[config.mk]
export PLATFORM = sky130hd
export DESIGN_NAME = rs
export DESIGN_NICKNAME = d
export VERILOG_FILES = /design/src/rtl/rs.sv
export SDC_FILE = /design/constraint.sdc
export NUM_CORES = 1
export LEC_CHECK = 0
export BUFFER_PORTS_ARGS = -buffer_cell sky130_fd_sc_hd__buf_2
export CAP_MARGIN = 10
export CORE_ASPECT_RATIO = 0.8
export CORE_MARGIN = 1.5
export CORE_UTILIZATION = 65
export DETAILED_ROUTE_END_ITERATION = 10
export PLACE_DENSITY_LB_ADDON = 0.1
export SYNTH_ARGS = -nofsm -noshare
export SYNTH_HDL_FRONTEND = slang
export SYNTH_SLANG_ARGS = --single-unit
[constraint.sdc]
create_clock -name clk -period 9.8 [get_ports clk]
set_clock_uncertainty 0.05 [all_clocks]
set_input_delay 0.98 -clock clk [delete_from_list [all_inputs] [get_ports clk]]
set_output_delay 0.98 -clock clk [all_outputs]
set_load 0.01 [all_outputs]
[src/rtl/rs.sv]
// Reservation station: holds dispatched micro-ops until both sources are no
// longer ROB-pending, picks the oldest ready entry through an age matrix and
// issues it into a registered RS2 stage. Shared types live in rs_pkg.

package rs_pkg;
    typedef logic [5:0] t_rob_id;

    typedef struct packed {
        logic [15:0] uinstr;
        t_rob_id     robid;
        logic        src1_rob_pdg;
        t_rob_id     src1_robid;
        logic        src2_rob_pdg;
        t_rob_id     src2_robid;
    } t_uinstr_disp;
endpackage

module rs
    import rs_pkg::*;
#(
    parameter int NUM_ENTRIES = 8,
    parameter int ENTRY_IDX_W = $clog2(NUM_ENTRIES)
) (
    input  logic         clk,
    input  logic         reset,
    input  logic         disp_valid_rs1,
    input  t_uinstr_disp disp_rs1,
    output logic         rs_stall_rs0,
    input  logic         wb_valid_ex,
    input  t_rob_id      wb_robid_ex,
    input  logic         iss_stall_rs2,
    output logic         iss_valid_rs2,
    output t_uinstr_disp iss_rs2
);

    localparam int CNT_W = $clog2(NUM_ENTRIES + 1);

    logic [NUM_ENTRIES-1:0] r_valid;
    t_uinstr_disp           r_entry [NUM_ENTRIES];
    // Row i, bit j set: entry j is older than entry i.
    logic [NUM_ENTRIES-1:0] r_age   [NUM_ENTRIES];

    logic                   r_iss_valid;
    t_uinstr_disp           r_iss;

    logic [NUM_ENTRIES-1:0] w_ready;
    logic [NUM_ENTRIES-1:0] w_sel_oh;
    logic [NUM_ENTRIES-1:0] w_iss_oh;
    logic [NUM_ENTRIES-1:0] w_free;
    logic                   w_any_ready;
    logic                   w_issue;
    logic                   w_has_free;
    logic                   w_alloc;
    logic [ENTRY_IDX_W-1:0] w_alloc_idx;
    logic [CNT_W-1:0]       w_free_cnt;
    t_uinstr_disp           w_sel_entry;
    t_uinstr_disp           w_disp_woken;

    // Ready and oldest-ready select, both from registered state only.
    generate
        for (genvar gi = 0; gi < NUM_ENTRIES; gi++) begin : g_sel
            assign w_ready[gi]  = r_valid[gi] & ~r_entry[gi].src1_rob_pdg
                                              & ~r_entry[gi].src2_rob_pdg;
            assign w_sel_oh[gi] = w_ready[gi] & ~|(r_age[gi] & w_ready);
        end
    endgenerate

    assign w_any_ready = |w_ready;
    assign w_issue     = ~iss_stall_rs2 & w_any_ready;
    assign w_iss_oh    = w_issue ? w_sel_oh : '0;
    assign w_free      = ~r_valid;
    assign w_has_free  = |w_free;
    assign w_alloc     = disp_valid_rs1 & w_has_free;

    // Lowest free slot and free count; a slot freed this cycle is not yet
    // visible here, so it cannot be reused until the next cycle.
    always_comb begin
        w_alloc_idx = '0;
        w_free_cnt  = '0;
        for (int i = NUM_ENTRIES - 1; i >= 0; i--) begin
            if (w_free[i]) begin
                w_alloc_idx = ENTRY_IDX_W'(i);
            end
        end
        for (int i = 0; i < NUM_ENTRIES; i++) begin
            w_free_cnt = w_free_cnt + CNT_W'(w_free[i]);
        end
    end

    // One slot stays reserved for a dispatch already in flight from RS0.
    assign rs_stall_rs0 = (w_free_cnt <= CNT_W'(1));

    // One-hot mux of the selected entry payload.
    always_comb begin
        w_sel_entry = '0;
        for (int i = 0; i < NUM_ENTRIES; i++) begin
            if (w_sel_oh[i]) begin
                w_sel_entry = r_entry[i];
            end
        end
    end

    // Apply a same-cycle broadcast to the incoming dispatch so it is not lost.
    always_comb begin
        w_disp_woken = disp_rs1;
        if (wb_valid_ex && disp_rs1.src1_rob_pdg && (disp_rs1.src1_robid == wb_robid_ex)) begin
            w_disp_woken.src1_rob_pdg = 1'b0;
        end
        if (wb_valid_ex && disp_rs1.src2_rob_pdg && (disp_rs1.src2_robid == wb_robid_ex)) begin
            w_disp_woken.src2_rob_pdg = 1'b0;
        end
    end

    // Entry array: allocate, wake up, deallocate on issue, maintain age matrix.
    always_ff @(posedge clk or negedge reset) begin
        if (!reset) begin
            for (int i = 0; i < NUM_ENTRIES; i++) begin
                r_valid[i] <= 1'b0;
                r_entry[i] <= '0;
                r_age[i]   <= '0;
            end
        end else begin
            for (int i = 0; i < NUM_ENTRIES; i++) begin
                if (w_alloc && (w_alloc_idx == ENTRY_IDX_W'(i))) begin
                    r_valid[i] <= 1'b1;
                    r_entry[i] <= w_disp_woken;
                    // Everything still resident after this edge is older.
                    r_age[i]   <= r_valid & ~w_iss_oh;
                end else begin
                    if (w_iss_oh[i]) begin
                        r_valid[i] <= 1'b0;
                    end
                    if (wb_valid_ex && r_valid[i]) begin
                        if (r_entry[i].src1_rob_pdg && (r_entry[i].src1_robid == wb_robid_ex)) begin
                            r_entry[i].src1_rob_pdg <= 1'b0;
                        end
                        if (r_entry[i].src2_rob_pdg && (r_entry[i].src2_robid == wb_robid_ex)) begin
                            r_entry[i].src2_rob_pdg <= 1'b0;
                        end
                    end
                    // The new entry is younger than every other one.
                    if (w_alloc) begin
                        r_age[i][w_alloc_idx] <= 1'b0;
                    end
                end
            end
        end
    end

    // RS2 output register; held while downstream stalls.
    always_ff @(posedge clk or negedge reset) begin
        if (!reset) begin
            r_iss_valid <= 1'b0;
            r_iss       <= '0;
        end else if (!iss_stall_rs2) begin
            r_iss_valid <= w_any_ready;
            r_iss       <= w_sel_entry;
        end
    end

    assign iss_valid_rs2 = r_iss_valid;
    assign iss_rs2       = r_iss;

`ifdef ASSERT
    // A dispatch into a full station breaks the stall protocol and is dropped.
    always @(posedge clk) begin
        if (reset) begin
            assert (!(disp_valid_rs1 && !w_has_free))
                else $error("rs: dispatch arrived with no free entry");
        end
    end
`endif

endmodule

==> results of run 1 <==
## metal layers
layer | track usage [%] | vias up | routed length (um)
li1 | - | 6445 | -
met5 | 0 | - | 11
met3 | 10.6 | 159 | 6410
met2 | 56.4 | 833 | 26800
met1 | 55.3 | 7738 | 25000
met4 | 13.9 | 2 | 1750
## how the worst max path moves through the flow
stage,from,endpoint,cells after the start
floorplan,r_valid[0]$_DFFE_PN0P_,rs_stall_rs0,11
global placement,r_valid[0]$_DFFE_PN0P_,rs_stall_rs0,11
detailed placement,r_valid[1]$_DFFE_PN0P_,rs_stall_rs0,11
CTS,r_valid[1]$_DFFE_PN0P_,rs_stall_rs0,11
global route,r_valid[1]$_DFFE_PN0P_,rs_stall_rs0,11
finish,r_valid[1]$_DFFE_PN0P_,rs_stall_rs0,11
## through the flow
stage          utilization [%]  power (uW)  cells
6_report                  73.0        7860   2177
5_1_grt                   73.0        8240   2176
3_5_place_dp              68.3        6120   2100
4_1_cts                   73.0        7790   2174
3_3_place_gp              68.3        6010   2100
2_1_floorplan                -        5080   1719
## sequential cells by signal, indices dropped and copies added (netlist names)
register / cells
r_entry: 288
r_age: 64
iss_rs2: 36
r_valid: 8
iss_valid_rs2: 1
## area by class of cell
cell class / count / area share [%]
clock buffer: 58 / 5.38
timing repair buffer: 119 / 3.19
tap: 413 / 2.34
multi-input combinational: 1127 / 42.4
antenna: 2 / 0.0226
inverter: 45 / 0.763
sequential: 397 / 44.9
clock inverter: 16 / 1.01
## power breakdown
part / switching [uW] / total [uW] / internal (uW)
Combinational: 1900 / 3300 / 1410
Sequential: 588 / 2920 / 2330
Clock: 660 / 1640 / 981
## cell usage in the layout, fill, tap and decap left out, types with 10 or more instances in the layout
master,synthesis,layout
a221oi_1,34,34
nor2b_1,35,35
nor3_1,34,34
nor4bb_1,27,27
and3_1,56,56
nand4_1,25,25
and2_1,15,15
inv_1,45,45
clkbuf_16,0,42
nand3_1,92,88
nor2_1,41,40
nor4_1,14,13
buf_4,2,33
mux2_2,273,273
a21oi_1,10,10
o31ai_1,35,35
nand2_1,43,42
a2111oi_2,26,24
o21ai_0,49,49
xor2_1,54,54
o32ai_1,34,34
mux2i_1,14,14
o21a_1,35,35
buf_2,20,83
dfrtp_1,397,397
o221ai_1,34,34
xnor2_1,54,54
## cell families (layout without fill, tap and decap cells)
logic type | after synthesis | count (layout) | share of synthesized area, %
flops | 397 | 397 | 49.7
fa+ha+maj | 8 | 8 | 0.651
other cells | 0 | 2 | 0
mux | 287 | 287 | 16.1
buf+inv | 195 | 238 | 4.05
simple gates | 407 | 407 | 11.7
xor+xnor | 108 | 108 | 4.73
compound gates | 317 | 317 | 13.1
## worst max-delay path: stages, from the launching register on
cell	delay, ns
dfrtp_1	0.61
inv_1	0.28
fa_1	0.56
inv_1	0.05
fa_1	0.45
fa_1	0.49
inv_1	0.04
ha_1	0.20
fa_1	0.43
or2_2	0.30
a21oi_1	0.28
buf_2	0.20
==> impl_metrics.sql, run 1 <==
INSERT INTO impl_metrics (metric_group, metric, value, unit) VALUES
('logic_synthesis', 'yosysSeqAreaShare', '49.7', '%'),
('detailed_routing', 'drt_iter0_markers', '1787', ''),
('cells_and_area', 'relative_area_change_from_synthesis_to_final_layout', '10.7', '%'),
('detailed_routing', 'post-route-drc-count', '0', ''),
('timing', 'max_freq', '0.183', 'GHz'),
('global_routing', 'first_global_vias', '15098', ''),
('setup_path', 'worst_setup_path_end_kind', 'primary output', ''),
('timing', 'timing.setup.tns', '0', 'ns'),
('cts', 'cts_stage_hold_buffer_count', '0', ''),
('cts', 'h-tree-depth', '2', ''),
('cells_and_area', 'postLayoutCellArea', '22100', 'um2'),
('timing', 'final_hold_viol_count', '0', ''),
('timing', 'setup_violations', '0', ''),
('min_path', 'hold_class', 'in2async', ''),
('logic_synthesis', 'ys_seq_elements', '397', ''),
('floorplan', 'die_x', '199', 'um'),
('timing', 'finalWorstSetupSlack', '4.33', 'ns'),
('setup_path', 'worst-endpoint-required', '8.77', 'ns'),
('floorplan', 'effective_utilization_at_floorplan', '66.0', '%'),
('logic_synthesis', 'cell_types_occupying_the_most_area_after_synthesis', 'dfrtp_1, mux2_2, xnor2_1', ''),
('detailed_routing', 'drtPass1Iterations', '5', ''),
('timing', 'setup_repair_after_global_routing_missed_its_margin', 'false', ''),
('floorplan', 'pin_count', '85', ''),
('global_routing', 'grt_overflow', '0', ''),
('logic_synthesis', 'synthFlopType', 'dfrtp_1', ''),
('cts', 'cts.clk_slew.worst_paths', '0.06', 'ns'),
('detailed_routing', 'number_of_vias_in_the_routed_layout', '15177', ''),
('logic_synthesis', 'synth_edf_count', '0', ''),
('power_and_ir_drop', 'worst_ir_drop_vdd', '0.201', 'mV'),
('logic_synthesis', 'post_synth_instance_area', '20000', 'um2'),
('cells_and_area', 'drive_above_1_share', '28.9', '%'),
('cts', 'clock-root-buffer', 'clkbuf_16', ''),
('logic_synthesis', 'fraction_of_post_synthesis_cell_area_in_the_top_cell_type_by_area', '49.7', '%'),
('setup_path', 'worstPathArrival', '4.44', 'ns'),
('cells_and_area', 'multi_input_comb_area', '9390', 'um2'),
('timing', 'final_critical_path_time_including_i_o_delays_and_setup', '5.47', 'ns'),
('detailed_routing', 'final_antenna_net_count', '0', ''),
('detailed_routing', 'drt-vias-per-instance', '6.97', ''),
('cells_and_area', 'final.fill_count', '2153', ''),
('timing', 'slew_at_the_pin_closest_to_its_max_slew_limit', '1.28', 'ns'),
('global_routing', 'grt_start_max_net_pins', '176', ''),
('floorplan', 'die-height', '160', 'um'),
('timing', 'timing.hold.ws', '0.351', 'ns'),
('logic_synthesis', 'synth_top_cells_by_count', 'dfrtp_1, mux2_2, clkbuf_1', ''),
('logic_synthesis', 'synth_async_reset_ratio', '100', '%'),
('setup_path', 'critical_path_peak_fanout', '15', ''),
('cts', 'tritoncts', 'built', ''),
('timing', 'fin_crit_sh', '55.8', '%'),
('cts', 'post_cts_buffers', '0', ''),
('global_routing', 'grt_first_pass_wirelength', '92300', 'um'),
('logic_synthesis', 'syn-mean-instance-area', '11.6', 'um2'),
('logic_synthesis', 'syn_nets', '1774', ''),
('power_and_ir_drop', 'power_leakage', '0.00986', 'uW'),
('flow_run', 'maxCapViolCount', '0', ''),
('floorplan', 'placement_rows', '57', ''),
('run_status', 'status', 'completed', ''),
('logic_synthesis', 'yosys_warnings', '0', ''),
('setup_path', 'worstReg2RegEnd', 'iss_rs2[20]$_DFFE_PN0N_', ''),
('timing', 'slew_violations', '0', ''),
('detailed_routing', 'routedWlPerCell', '27.6', 'um'),
('timing', 'slew-limit-headroom', '12.6', '%'),
('setup_path', 'worst_r2r_startpoint', 'r_valid[7]$_DFFE_PN0P_', ''),
('detailed_routing', 'drt-total-wl', '60000', 'um'),
('logic_synthesis', 'number_of_standard_cells_after_synthesis', '1719', ''),
('logic_synthesis', 'yosysTopAreaCell', 'dfrtp_1', ''),
('cells_and_area', 'final_net_count', '1786', ''),
('global_routing', 'antenna_found_initial', '4', ''),
('placed_design', 'dp_hpwl', '34400', 'um'),
('floorplan', 'design.core.area', '30300', 'um2'),
('setup_path', 'r2r_cell_count', '8', ''),
('cts', 'clock_path_buffers', '3', '');
(Power assumes the default switching activity.)
==> inputs of run 2 (changes only) <==
- CORE_UTILIZATION: 65 -> 56
- clock period: 9.8 -> 4.9 ns (I/O delays scaled with it)
==> run 2 against run 1 <==
Against the previous run:
- clock power increased by 98%
- routed wire length up 3.2%
- cell count rose by 3.3%
- combinational power up 110%
- final area is 0.85% higher
- flip-flop and latch count unchanged
- setup slack got worse by 4.0 ns
- total power rose by 100%
- first-iteration DRC count decreased by 15%
- clock-buffer cell count rose by 11
- critical path depth increased by 1
==> impl_metrics.sql, run 2 (synthesized netlist as in run 1, its figures left out) <==
INSERT INTO impl_metrics (metric_group, metric, value, unit) VALUES
('global_routing', 'grt_overflow', '0', ''),
('power_and_ir_drop', 'combPwrFrac', '42.9', '%'),
('power_and_ir_drop', 'clock_power_share', '20.5', '%'),
('floorplan', 'design.core.area', '35000', 'um2'),
('setup_path', 'critical_path.most_common_cell', 'fa_1', ''),
('setup_path', 'worstPathArrival', '4.02', 'ns'),
('setup_path', 'critical-path-slowest-cell', 'fa_1', ''),
('cells_and_area', 'final_cell_mix', 'dfrtp_1, mux2_2, nand3_1', ''),
('cells_and_area', 'mostFrequentLayoutCell', 'dfrtp_1', ''),
('cells_and_area', 'multi_input_comb_area', '9390', 'um2'),
('setup_path', 'path_cells', 'buf_4 > inv_1 > fa_1 > inv_1 > fa_1 > fa_1 > inv_1 > ha_1 > fa_1 > or2_2 > a21oi_1 > buf_2', ''),
('cts', 'h-tree-depth', '2', ''),
('power_and_ir_drop', 'p_int', '9460', 'uW'),
('cts', 'clock_path_buffers', '3', ''),
('placed_design', 'place_congestion', '0.927', ''),
('cts', 'cts.sink_count', '397', ''),
('cts', 'post_cts_buffers', '0', ''),
('floorplan', 'pin_count', '85', ''),
('cts', 'cts.clk_slew.worst_paths', '0.06', 'ns'),
('detailed_routing', 'routedWlPerCell', '27.5', 'um'),
('global_routing', 'antenna_found_initial', '2', ''),
('detailed_routing', 'final_antenna_net_count', '0', ''),
('detailed_routing', 'detailroute.wirelength.met3', '5890', 'um'),
('timing', 'setup_repair_after_global_routing_missed_its_margin', 'false', ''),
('cts', 'cts_inserted_buffers', '42', ''),
('cells_and_area', 'largest_register', 'r_entry', ''),
('timing', 'slew_at_the_pin_closest_to_its_max_slew_limit', '1.07', 'ns'),
('cells_and_area', 'relative_area_change_from_synthesis_to_final_layout', '11.6', '%'),
('timing', 'max_freq', '0.219', 'GHz'),
('power_and_ir_drop', 'power_switching_share', '40.2', '%'),
('cells_and_area', 'seq_area', '9930', 'um2'),
('detailed_routing', 'drtPass1Iterations', '8', ''),
('cts', 'clock-root-buffer', 'clkbuf_16', ''),
('timing', 'fin_crit_sh', '93.1', '%'),
('setup_path', 'critical_path_peak_fanout', '18', ''),
('power_and_ir_drop', 'seq_power_share', '36.6', '%'),
('placed_design', 'dp_hpwl', '36800', 'um'),
('detailed_routing', 'drt_iter0_markers', '1522', ''),
('cells_and_area', 'final.fill_count', '2796', ''),
('timing', 'final_critical_path_time_including_i_o_delays_and_setup', '4.56', 'ns'),
('floorplan', 'die_x', '214', 'um'),
('floorplan', 'placement_rows', '61', ''),
('global_routing', 'grt_start_max_net_pins', '115', ''),
('setup_path', 'critical_path.max_stage_delay', '0.54', 'ns'),
('run_status', 'status', 'completed', ''),
('timing', 'setup_violations', '0', ''),
('cts', 'tritoncts', 'built', ''),
('cells_and_area', 'drive_above_1_share', '29.4', '%'),
('power_and_ir_drop', 'cellPowerDensity', '709', 'nW/um2'),
('flow_run', 'maxCapViolCount', '0', ''),
('setup_path', 'critPathLaunchType', 'flop', ''),
('setup_path', 'timing_worst_setup_path_type', 'reg2out', ''),
('detailed_routing', 'drt-total-wl', '61900', 'um'),
('cells_and_area', 'final_net_count', '1800', ''),
('placed_design', 'numPortBuffers', '84', ''),
('detailed_routing', 'top_layer', 'met4', ''),
('cts', 'clkLatencyLatePin', '0.56', 'ns'),
('timing', 'timing.setup.tns', '0', 'ns'),
('floorplan', 'die-height', '172', 'um'),
('cells_and_area', 'fin_cells', '2249', ''),
('cells_and_area', 'largest_reg_flops', '288', ''),
('min_path', 'hold_class', 'in2reg', ''),
('power_and_ir_drop', 'power_leakage', '0.00993', 'uW'),
('global_routing', 'grt_first_pass_wirelength', '94800', 'um'),
('global_routing', 'first_global_vias', '15336', ''),
('power_and_ir_drop', 'power.net_switching', '6360', 'uW'),
('detailed_routing', 'drt-vias-per-instance', '6.74', ''),
('detailed_routing', 'detailroute.wirelength.met2', '27100', 'um'),
('timing', 'final_hold_viol_count', '0', ''),
('detailed_routing', 'post-route-drc-count', '0', ''),
('cts', 'ctsResizeCount', '0', ''),
('floorplan', 'effective_utilization_at_floorplan', '57.2', '%'),
('placed_design', 'numPlacedInstances', '2171', ''),
('detailed_routing', 'wirelength_met1', '27000', 'um'),
('floorplan', 'fp.dieArea', '36900', 'um2'),
('power_and_ir_drop', 'worst_ir_drop_vdd', '0.658', 'mV'),
('global_routing', 'grt_util_all_layers', '33.9', '%'),
('detailed_routing', 'number_of_vias_in_the_routed_layout', '15148', ''),
('setup_path', 'worst_setup_path_end_kind', 'primary output', ''),
('timing', 'slew_violations', '0', ''),
('setup_path', 'worst-endpoint-required', '4.36', 'ns'),
('timing', 'slew-limit-headroom', '28.4', '%');
run 2: path summary, 6_finish.rpt:
kind / start / endpoint / slack, ns / cells after the start
max: r_valid[0]$_DFFE_PN0P_ / rs_stall_rs0 / 0.34 / 12
min: disp_rs1[24] / r_entry[240]$_DFFE_PN0P_ / 0.23 / 2
max reg2reg: r_valid[7]$_DFFE_PN0P_ / iss_rs2[18]$_DFFE_PN0N_ / 0.95 / 8
min reg2reg: r_age[48]$_DFFE_PN0P_ / r_age[48]$_DFFE_PN0P_ / 0.43 / 2
max in group asynchronous: reset / r_entry[97]$_DFFE_PN0P_ / 3.21 / 3
min in group asynchronous: reset / iss_rs2[1]$_DFFE_PN0N_ / 0.45 / 2
run 2: power by group through the flow:
stage	registers (uW)	clock network (uW)	logic [uW]
3_5_place_dp	5770	0	6650
2_1_floorplan	5490	0	4670
5_1_grt	5930	3400	7250
3_3_place_gp	5720	0	6500
6_report	5780	3240	6790
4_1_cts	5730	3270	6680
run 2: cell type report:
class / count / share of cell area [%]
antenna: 2 / 0.0224
multi-input combinational: 1127 / 42.1
timing repair buffer: 132 / 3.72
tap: 472 / 2.65
clock buffer: 69 / 6.17
inverter: 45 / 0.757
clock inverter: 5 / 0.123
sequential: 397 / 44.5
run 2: what timing repair did:
action	4_1_cts	5_1_grt
endpoints found under the hold margin	77	0
hold buffers	1	0
setup endpoints to repair	0	0
run 2: worst max-delay path: cells and delay by family (launching register included):
kind	cells	cell delay, ns
buffers and inverters	5	0.55
adder cells (fa/ha/maj)	5	2.13
AND/OR/NAND/NOR	1	0.31
AO/OA/AOI/OAI	1	0.16
flip-flops	1	0.32
run 2: routing by layer:
layer	GRT usage (%)	vias up
met4	12.1	0
met3	8.21	132
met5	0	-
met2	51.3	744
li1	-	6458
met1	47.7	7814
run 2: metrics by stage:
step / area [um2] / hold WS, ns / power [uW] / util, % / setup WS [ns]
2_1_floorplan: 20000 / 0.144 / 10200 / - / 1.02
3_3_place_gp: 20900 / 0.410 / 12200 / 59.7 / 0.944
3_5_place_dp: 20900 / 0.417 / 12400 / 59.7 / 0.915
4_1_cts: 22300 / 0.224 / 15700 / 63.8 / 0.322
5_1_grt: 22300 / 0.236 / 16600 / 63.8 / 0.143
6_report: 22300 / 0.233 / 15800 / 63.8 / 0.337
